### config.mk
export PLATFORM = sky130hd
export DESIGN_NAME = queue_ctrl
export DESIGN_NICKNAME = d
export VERILOG_FILES = /design/src/rtl/queue_pkg.sv /design/src/rtl/queue_ctrl_skid_buf2.sv /design/src/rtl/queue_ctrl.sv
export SDC_FILE = /design/constraint.sdc
export NUM_CORES = 1
export LEC_CHECK = 0
export ABC_AREA = 1
export CAP_MARGIN = 25
export CORE_UTILIZATION = 57
export CTS_BUF_LIST = sky130_fd_sc_hd__clkbuf_4 sky130_fd_sc_hd__clkbuf_8
export DETAILED_ROUTE_END_ITERATION = 16
export DONT_BUFFER_PORTS = 1
export PLACE_DENSITY_LB_ADDON = 0.15
export SYNTH_ARGS = -nofsm -noshare
export SYNTH_HDL_FRONTEND = slang
export SYNTH_HIERARCHICAL = 1
export SYNTH_SLANG_ARGS = --single-unit
export TNS_END_PERCENT = 50
### constraint.sdc
create_clock -name clk -period 4.5 [get_ports clk]
set_input_delay 0.45 -clock clk [delete_from_list [all_inputs] [get_ports clk]]
set_output_delay 0.45 -clock clk [all_outputs]
set_load 0.02 [all_outputs]
### src/rtl/queue_pkg.sv
// queue_pkg: shared sizing and occupancy types for the RAM-backed queue controller
package queue_pkg;
  localparam int DW_DEF = 8;
  localparam int AW_DEF = 3;
  localparam int DEPTH_DEF = 1 << AW_DEF;
  typedef logic [AW_DEF:0] occ_t;
  typedef logic [1:0] ob_cnt_t;
endpackage

### src/rtl/queue_ctrl_skid_buf2.sv
// skid_buf2: two-entry output FIFO holding RAM read data; head is the registered out_data
module skid_buf2 import queue_pkg::*; #(
  parameter int DW = DW_DEF
) (
  input  logic          clk,
  input  logic          rst_n,
  input  logic          wr_en,
  input  logic [DW-1:0] wr_data,
  input  logic          rd_en,
  output logic [DW-1:0] rd_data,
  output logic          valid,
  output ob_cnt_t       cnt
);
  ob_cnt_t cnt_q, cnt_d;
  logic [DW-1:0] e0_q, e0_d, e1_q, e1_d;
  // head only changes when popped or when filling an empty buffer, keeping out_data stable under stall
  always_comb begin
    cnt_d = cnt_q + ob_cnt_t'(wr_en) - ob_cnt_t'(rd_en);
    e0_d = rd_en ? (cnt_q == 2'd2 ? e1_q : wr_data) : ((cnt_q == 2'd0 && wr_en) ? wr_data : e0_q);
    e1_d = (wr_en && (rd_en ? cnt_q == 2'd2 : cnt_q == 2'd1)) ? wr_data : e1_q;
  end
  always_ff @(posedge clk) begin
    cnt_q <= !rst_n ? '0 : cnt_d;
    e0_q <= e0_d;
    e1_q <= e1_d;
  end
  assign rd_data = e0_q;
  assign valid = cnt_q != 2'd0;
  assign cnt = cnt_q;
endmodule

### src/rtl/queue_ctrl.sv
// queue_ctrl: FIFO controller for an external 8x8 registered-read RAM with a 2-entry output buffer
module queue_ctrl import queue_pkg::*; #(
  parameter int DW = DW_DEF,
  parameter int AW = AW_DEF,
  parameter int DEPTH = DEPTH_DEF
) (
  input  logic          clk,
  input  logic          rst_n,
  input  logic          in_valid,
  input  logic [DW-1:0] in_data,
  output logic          in_ready,
  output logic          out_valid,
  output logic [DW-1:0] out_data,
  input  logic          out_ready,
  output logic          mem_we,
  output logic [AW-1:0] mem_waddr,
  output logic [DW-1:0] mem_wdata,
  output logic [AW-1:0] mem_raddr,
  input  logic [DW-1:0] mem_rdata,
  output occ_t          count,
  output logic          full,
  output logic          empty
);
  logic [AW-1:0] wr_ptr_q, wr_ptr_d, rd_ptr_q, rd_ptr_d;
  occ_t ram_cnt_q, ram_cnt_d, count_q, count_d;
  logic inflight_q, inflight_d;
  logic push, pop, issue;
  ob_cnt_t ob_cnt;
  assign full = count_q == occ_t'(DEPTH);
  assign empty = count_q == '0;
  assign in_ready = !full;
  assign push = in_valid && in_ready;
  assign pop = out_valid && out_ready;
  // issue only when the buffer plus the pending read leaves room after this cycle's pop
  assign issue = (ram_cnt_q != '0) && (({1'b0, ob_cnt} + {2'b0, inflight_q}) <= (3'd1 + {2'b0, pop}));
  assign mem_we = push;
  assign mem_waddr = wr_ptr_q;
  assign mem_wdata = in_data;
  assign mem_raddr = rd_ptr_q;
  assign count = count_q;
  always_comb begin
    wr_ptr_d = wr_ptr_q + AW'(push);
    rd_ptr_d = rd_ptr_q + AW'(issue);
    ram_cnt_d = ram_cnt_q + occ_t'(push) - occ_t'(issue);
    count_d = count_q + occ_t'(push) - occ_t'(pop);
    inflight_d = issue;
  end
  always_ff @(posedge clk) begin
    if (!rst_n) begin
      wr_ptr_q <= '0;
      rd_ptr_q <= '0;
      ram_cnt_q <= '0;
      count_q <= '0;
      inflight_q <= 1'b0;
    end else begin
      wr_ptr_q <= wr_ptr_d;
      rd_ptr_q <= rd_ptr_d;
      ram_cnt_q <= ram_cnt_d;
      count_q <= count_d;
      inflight_q <= inflight_d;
    end
  end
  skid_buf2 #(.DW(DW)) u_ob (
    .clk(clk),
    .rst_n(rst_n),
    .wr_en(inflight_q),
    .wr_data(mem_rdata),
    .rd_en(pop),
    .rd_data(out_data),
    .valid(out_valid),
    .cnt(ob_cnt)
  );
endmodule

# ---- Word level (Yosys, flattened, before mapping)
# Cells that the tools add are included.
dict set report totals {
  romBits 0
  n_memories 0
  input_bits 20
  ramBits 0
  ff_bits 33
  out_inout_bits 31
  word_cells 37
  latchBits 0
}
dict set report op_classes {
  n_div 0
  magnitude_cmp 1
  mux 4
  n_eq_ne 3
  n_mul 0
  n_reduce_logical 11
  bitwise 0
  add_sub_neg 10
  n_shift 0
}
# operator count
set op_table {}
lappend op_table {{$mux W8} 3}
lappend op_table {{$add A4 B1 Y4} 2}
lappend op_table {{$sub A4 B1 Y4} 2}
lappend op_table {{$add A3 B1 Y3} 2}
lappend op_table {{$logic_and A1 B1 Y1} 5}
lappend op_table {{$eq A4 B4 Y1 const B} 1}
lappend op_table {{$logic_not A4 Y1} 1}
lappend op_table {{$reduce_bool A2 Y1} 2}
lappend op_table {{$reduce_bool A4 Y1} 1}
lappend op_table {{$add A2 B1 Y3} 1}
lappend op_table {{$le A3 B2 Y1} 1}
lappend op_table {{$add A1 B1 Y2 const A} 1}
lappend op_table {{$add A2 B1 Y2} 1}
lappend op_table {{$eq A2 B1 Y1 const B} 1}
lappend op_table {{$eq A2 B2 Y1 const B} 1}
lappend op_table {{$logic_not A2 Y1} 1}
lappend op_table {{$sub A2 B1 Y2} 1}
lappend op_table {{$logic_not A1 Y1} 1}
lappend op_table {{$mux W1} 1}

# ---- Logic depth before layout (Yosys ltp)
# Gate-level depths: netlist (run 1).
dict set report depth {
  ltp_word 6
  mapped_depth 19
  depth_no_buf 19
}

# ---- Cells and area by module
# The synthesis (run 1) kept the hierarchy.
# mod area_per_inst_um2 instances cells_each
set by_module_without_submodules {}
lappend by_module_without_submodules {queue_ctrl 988.4 1 121}
lappend by_module_without_submodules {skid_buf2 785.8 1 65}

# ---- Least setup slack after synthesis (run 1)
# Ideal clock, no wire load.
dict set report synth_timing {
  kind {reg2reg}
  from {reg u_ob.cnt_q[1], in the netlist u_ob/cnt[1]}
  to {reg ram_cnt_q[2]}
  path_stages_with_launch 19
  arrival_time_ns 2.800
  synth_period_minus_slack_ns 2.918
  setup_time_ns 0.117
  t_required_ns 4.383
  slack_ns 1.582
  n_path_buf 0
  cell_sequence {dfxtp_1 -> inv_1 -> nand2_1 -> nand2_1 -> inv_1 -> fa_1 -> nor2_1 -> nand2_1 -> nand2_1 -> nand2_1 -> nand2_1 -> inv_1 -> ha_1 -> inv_1 -> ha_1 -> inv_1 -> fa_1 -> xor2_1 -> nor2_1}
}
dict set report synth_via {
  elab_chain_len 6
  word_cells_on_any_way 7
  cone_classes {add/sub (3); order compare (1); reduce/logical (3)}
}
# element line_no
set synth_rtl {}
lappend synth_rtl {{from (decl)} queue_ctrl_skid_buf2.sv:14} ;# ob_cnt_t cnt_q, cnt_d;
lappend synth_rtl {{from (signal assigned)} queue_ctrl_skid_buf2.sv:23} ;# cnt_q <= !rst_n ? '0 : cnt_d;
lappend synth_rtl {{$reduce_bool A2 Y1} queue_ctrl_skid_buf2.sv:28} ;# assign valid = cnt_q != 2'd0;
lappend synth_rtl {{net out_valid} queue_ctrl.sv:12} ;# output logic out_valid,
lappend synth_rtl {{$logic_and A1 B1 Y1} queue_ctrl.sv:33} ;# assign pop = out_valid && out_ready;
lappend synth_rtl {{net pop} queue_ctrl.sv:27} ;# logic push, pop, issue;
lappend synth_rtl {{$add A1 B1 Y2} queue_ctrl.sv:35} ;# assign issue = (ram_cnt_q != '0) && (({1'b0, ob_cnt} + {2'b0, inflight_q}) <= (3'd1 + {2'b0, pop}));
lappend synth_rtl {{$le A3 B2 Y1} queue_ctrl.sv:35}
lappend synth_rtl {{$logic_and A1 B1 Y1} queue_ctrl.sv:35}
lappend synth_rtl {{net inflight_d} queue_ctrl.sv:26} ;# logic inflight_q, inflight_d;
lappend synth_rtl {{$sub A4 B1 Y4} queue_ctrl.sv:44} ;# ram_cnt_d = ram_cnt_q + occ_t'(push) - occ_t'(issue);
lappend synth_rtl {{to (signal assigned)} queue_ctrl.sv:58} ;# ram_cnt_q <= ram_cnt_d;
lappend synth_rtl {{to (decl)} queue_ctrl.sv:25} ;# occ_t ram_cnt_q, ram_cnt_d, count_q, count_d;
# The timed path passes the listed nets, and every way through them passes these cells.
# A chain may end at the register's enable or synchronous reset.

# ---- Final worst setup path (run 1)
# Same ends and word-level chain as after synthesis.

==> results.py, run 1 <==
metrics = {
    "setup_path": {
        "r2r_end": "ram_cnt_q[2]",
        "crit_chain": "inv_1, nand2_1, nand2_1, inv_1, fa_1, nor2_1, nand2_1, nand2_1, nand2_1, nand2_1, inv_1, ha_1, inv_1, ha_1, inv_1, fa_1, xor2_1, nor2_1",
        "crit_fanout": 5,
        "r2r_cells": 18,
        "max_stage_delay_ns": 0.45,
        "critPathCaptureType": "flop",
        "crit_top_cell": "nand2_1",
        "critPathLaunchType": "flop",
        "crit_end": "ram_cnt_q[2]",
        "critical_path_class": "flop to flop",
        "slowest_stage": "dfxtp_1",
        "required_ns": 4.73,
        "rr_startpoint": "u_ob/cnt[1]",
        "rrSetupSlack_ns": 1.34,
        "cp-startpoint": "u_ob/cnt[1]",
        "cp.arrival_ns": 3.39,
    },
    "pwr": {
        "combPwrFrac": 0.420,
        "power.density_mw_per_mm2": 773.0,
        "p_clk_frac": 0.193,
        "ir_drop_v": 0.0004315,
        "seqPwrFrac": 0.387,
        "sw_frac_of_total": 0.4180,
        "power.leakage_nw": 0.9281,
        "switching_power_uw": 593.9,
        "internal_power_uw": 826.9,
    },
    "clock_network": {
        "cts_buffer_depth": 2,
        "cts-buffers-inserted": 5,
        "path_clk_slew_ns": 0.11,
        "ctsRootBufferMaster": "clkbuf_4",
        "hold_buffers": 0,
        "clock_sinks": 33,
        "htree_levels": 2,
        "cts_repair_resize_count": 0,
        "clock_latency_ns": 0.34,
        "post-cts-setup-buffers": 0,
        "tritoncts": "done",
    },
    "finish": {
        "final_util": 0.6443,
        "final_area_mm2": 0.001838,
        "final_layout_size_suffix_gt1_frac": 0.1189,
        "diodes": 0,
        "finalNetCount": 227,
        "fin_cells": 216,
        "area_delta_synth_final_pct": 3.596,
    },
    "drt": {
        "vias": 1090,
        "routed_wl_um": 2584,
        "drc": 1,
        "drt_iter0_markers": 14,
        "first_pass_iters": 12,
        "drtAntennaViolNets": 0,
        "vias_per_cell": 5.046,
        "wire_per_inst_um": 11.96,
    },
    "flow_run": {
        "maxCapViolCount": 0,
    },
    "synthesis": {
        "synth-seq-cells": 33,
        "ys_warn_count": 6,
        "syn_area_per_cell_um2": 9.539,
        "syn_nets": 229,
        "syn_inst": 186,
        "syn_area_mm2": 0.001774,
        "yosysSeqAreaShare": 0.4626,
        "ys_types": 22,
    },
    "place": {
        "dp_hpwl_um": 1970,
        "place_area_mm2": 0.001728,
        "io_buffers": 0,
        "dp.cells": 207,
        "globalplace.congestion": 0.8352,
    },
    "timing": {
        "slew_viol_final": 0,
        "rsz0062_at_grt": "no",
        "hold_violations": 0,
        "skew_ns": 0.007174,
        "hold_ws_ns": 0.2017,
        "max-slew-margin-rel": 0.5442,
        "fin_crit_sh": 0.7024,
        "fmax_ghz": 0.3164,
        "worst_slew_pin_slew_ns": 0.6812,
        "setup_viol": 0,
        "period_minus_slack_ns": 3.161,
        "finalSetupTns_ns": 0,
    },
    "grt": {
        "grt_util_all_layers": 0.1820,
        "grt_max_degree": 18,
        "grt_pass1_wl_um": 4395,
        "antenna_found_initial": 0,
        "grt_overflow_total": 0,
        "grt_pass1_vias": 1083,
    },
    "floorplan": {
        "die-area_mm2": 0.003340,
        "ios": 51,
        "initial_utilization": 0.6219,
        "rows": 19,
        "coreArea_mm2": 0.002853,
        "fp.dieH_um": 57.79,
        "die_x_um": 57.79,
    },
    "min_path": {
        "hp-class": "primary input to flop",
        "hold_start": "rst_n",
    },
    "run_status": {
        "outcome": "finished, violations left",
        "failed_checks": "DRC",
    },
}
==> logic make-up after synthesis <==
family | after synthesis | share of synthesized area
compound gates | 15 | 0.06136
xor+xnor | 3 | 0.01481
fa+ha+maj | 23 | 0.1749
buf+inv | 58 | 0.1495
flops | 33 | 0.4626
simple gates | 54 | 0.1368
==> critical path: cells and delay by family, from the launching register on <==
kind / cells / cell delay [ns]
adders and majority gates: 4 / 1.21
and+or+nand+nor: 8 / 0.77
buffers and inverters: 5 / 0.49
DFF: 1 / 0.45
xor gates and xnor gates: 1 / 0.14
==> worst min path at each step <==
stage | to | cells past startpoint
2_1_floorplan | u_ob/cnt[0] | 2
3_3_place_gp | mem_waddr[1] | 2
3_5_place_dp | u_ob/e1_q[2] | 0
4_1_cts | mem_raddr[0] | 2
5_1_grt | u_ob/e1_q[1] | 0
6_report | ram_cnt_q[0] | 2
==> metrics by stage <==
step	worst slack, ns	power [mW]
3_3_place_gp	1.466	1.123
4_1_cts	1.317	1.432
3_5_place_dp	1.341	1.152
6_report	1.339	1.421
2_1_floorplan	1.582	1.053
5_1_grt	0.9561	1.570
==> layout make-up <==
class                      count  area [um2]
clock buffer                   5       37.54
clock inverter                 3       65.06
fill                         228        1015
inverter                      48       180.2
multi-input combinational     95       688.2
sequential                    33       820.8
tap                           31       38.79
timing repair buffer           1       7.507
==> state kept, by name (all words and copies together), names as in the netlist <==
register / flops
u_ob/cnt: 2
mem_raddr: 3
mem_waddr: 3
count: 4
u_ob/e1_q: 8
u_ob/rd_data: 8
inflight_q: 1
ram_cnt_q: 4
==> layout by cell type (no fill, tap or decap), drive strengths merged <==
cell and instances:
inv 48, clkinv 1, xnor2 2, o21ai 10, fa 3, edfxtp 16, a21oi 5, clkbuf 6
nor3b 1, bufinv 2, or2 2, xor2 1, dfxtp 17, nand2 31, nand3 7, ha 20
nor2 13
==> per-layer routing <==
layer	global-route usage	vias up	part of all wire
met5	0	-	0
met4	0.1259	0	0.028
met3	0.06250	11	0.077
met2	0.3272	36	0.51
met1	0.1735	488	0.39
li1	-	555	-
==> power groups by stage <==
stage | logic (mW) | registers, mW | clock network [mW]
after floorplan | 0.509 | 0.544 | 0
after global placement | 0.566 | 0.557 | 0
after detailed placement | 0.592 | 0.560 | 0
after CTS | 0.599 | 0.553 | 0.280
after global routing | 0.717 | 0.563 | 0.290
final | 0.597 | 0.549 | 0.275
==> cells in the mapped netlist <==
master | count | area, um2
a21oi_1 | 4 | 20.02
a21oi_2 | 1 | 8.760
buf_4 | 8 | 60.06
buf_6 | 1 | 11.26
clkbuf_8 | 1 | 13.76
dfxtp_1 | 17 | 340.3
edfxtp_1 | 16 | 480.5
fa_1 | 3 | 60.06
ha_1 | 20 | 250.2
inv_1 | 47 | 176.4
inv_2 | 1 | 3.750
nand2_1 | 31 | 116.4
nand3_1 | 4 | 20.02
nand3_2 | 2 | 20.02
nand3_4 | 1 | 17.52
nor2_1 | 13 | 48.80
nor3b_1 | 1 | 7.510
o21ai_0 | 2 | 10.01
o21ai_2 | 8 | 70.07
or2_1 | 2 | 12.51
xnor2_1 | 2 | 17.52
xor2_1 | 1 | 8.760
No activity file was read; power rests on OpenSTA's default activity.
==> run 2, diff against run 1 <==
- clock period: 4.5 -> 2.6 ns (I/O delays scaled with it)
==> results.py, run 2 (same netlist as run 1, synthesis figures left out) <==
metrics = {
    "run_status": {
        "outcome": "finished, violations left",
        "failed_checks": "DRC, setup timing",
    },
    "flow_run": {
        "maxCapViolCount": 0,
    },
    "grt": {
        "use_met3": 0.08482,
        "top_usage_layer": "met2",
        "grt_max_degree": 18,
        "grt_overflow_total": 0,
        "grt_pass1_wl_um": 5175,
        "met2_usage": 0.3887,
        "grt_util_all_layers": 0.2111,
        "antenna_found_initial": 0,
        "use_met1": 0.2082,
        "grt_pass1_vias": 1187,
    },
    "drt": {
        "first_pass_iters": 12,
        "drc": 3,
        "drtAntennaViolNets": 0,
        "vias": 1207,
        "drt_iter0_markers": 33,
        "wire_per_inst_um": 13.22,
        "vias_per_cell": 5.029,
        "routed_wl_um": 3172,
    },
    "pwr": {
        "power.leakage_nw": 1.037,
        "power.density_mw_per_mm2": 1340,
        "ir_drop_v": 0.0008693,
        "total_power_mw": 2.816,
    },
    "setup_path": {
        "critPathCaptureType": "flop",
        "critPathLaunchType": "flop",
        "cp.arrival_ns": 2.84,
        "crit_fanout": 3,
        "required_ns": 2.82,
        "rrSetupSlack_ns": -0.02,
        "cp-startpoint": "u_ob/cnt[0]",
        "rr_startpoint": "u_ob/cnt[0]",
        "critical_path_class": "flop to flop",
    },
    "clock_network": {
        "clock_latency_ns": 0.33,
        "clock_sinks": 33,
        "ctsRootBufferMaster": "clkbuf_4",
        "htree_levels": 2,
        "cts_buffer_depth": 2,
        "tritoncts": "done",
        "cts-buffers-inserted": 5,
        "path_clk_slew_ns": 0.10,
    },
    "place": {
        "io_buffers": 0,
        "dp_hpwl_um": 2206,
        "globalplace.congestion": 0.8218,
        "dp.cells": 216,
        "pre_cts_ws_ns": -0.08351,
        "place_area_mm2": 0.001817,
    },
    "floorplan": {
        "ios": 51,
        "fp.dieH_um": 57.79,
        "initial_utilization": 0.6219,
        "coreArea_mm2": 0.002853,
        "die_x_um": 57.79,
        "die-area_mm2": 0.003340,
        "rows": 19,
    },
    "timing": {
        "fin_crit_sh": 1.006,
        "rsz0062_at_grt": "yes",
        "max-slew-margin-rel": 0.3018,
        "fin_ws_ns": -0.01668,
        "finalSetupTns_ns": -0.02716,
        "skew_ns": 0.005869,
        "period_minus_slack_ns": 2.617,
        "slew_viol_final": 0,
        "fmax_ghz": 0.3822,
        "setup_viol": 2,
        "hold_violations": 0,
        "worst_slew_pin_slew_ns": 1.036,
        "hold_ws_ns": 0.02244,
    },
    "finish": {
        "final_layout_size_suffix_gt1_frac": 0.2584,
        "final_util": 0.7364,
        "fin_cells": 240,
        "final_common_cell": "inv_1",
        "layout_common_cells": "inv_1 (41), nand2_1 (28), ha_1 (17)",
        "area_delta_synth_final_pct": 18.41,
        "finalNetCount": 251,
        "diodes": 0,
        "final_area_mm2": 0.002101,
    },
    "min_path": {
        "hp-class": "primary input to flop",
        "hold_start": "rst_n",
    },
}
==> run 2: cell count changes in the layout (fill, tap and decap cells not counted), moves of 2 or more <==
cell           change
ha_4               +3
buf_4             +16
dlygate4sd3_1      +9
nand2_1            -3
inv_4              +3
dfxtp_1            -3
inv_2              +3
ha_1               -3
nand2_4            +2
inv_1              -6
dfxtp_2            +2
==> run 2: worst paths after layout <==
check,end,depth (start not counted)
worst max-delay path,ram_cnt_q[1],17
worst min-delay path,mem_raddr[0],2
worst max register to register,ram_cnt_q[1],17
worst min register to register,u_ob/rd_data[6],2
==> run 2: layout make-up <==
cell class              count  area [um2]
flip-flops and latches     33       827.0
fillers                   207       752.0
multi-input cells          95       748.2
repair buffers             25       210.2
inverters                  48       187.7
clock buffers               7       58.81
well taps                  31       38.79
clock inverters             1       30.03
==> run 2: layer usage <==
layer	part of all wire	wire, um
met1	0.39	1223
met2	0.51	1620
met3	0.076	240
met4	0.027	87
met5	0	0
==> run 2: critical path: stages (launching register included) <==
cell and delay [ns]:
dfxtp_4 0.38, inv_4 0.06, nand2_4 0.05, nand2_4 0.08
inv_4 0.04, fa_1 0.49, nor2_2 0.11, nand2_1 0.06
nand2_1 0.06, nand2_1 0.07, nand2_2 0.08, inv_2 0.06
ha_4 0.21, inv_2 0.06, ha_4 0.12, inv_2 0.03
fa_2 0.50, nor2_1 0.04
==> run 2: what timing repair did <==
| item | in CTS | in global routing |
|---|---|---|
| endpoints found under the hold margin | 0 | 11 |
| setup buffers | 3 | 4 |
| resized for setup | 14 | 2 |
| endpoints found under the setup margin | 2 | 3 |
| hold buffers | 0 | 9 |
| pin swaps | 6 | 8 |
==> run 2: report_power, final <==
part	internal (mW)	switching (mW)	total, mW
registers	0.741	0.221	0.962
logic	0.651	0.792	1.44
clock network	0.240	0.171	0.411
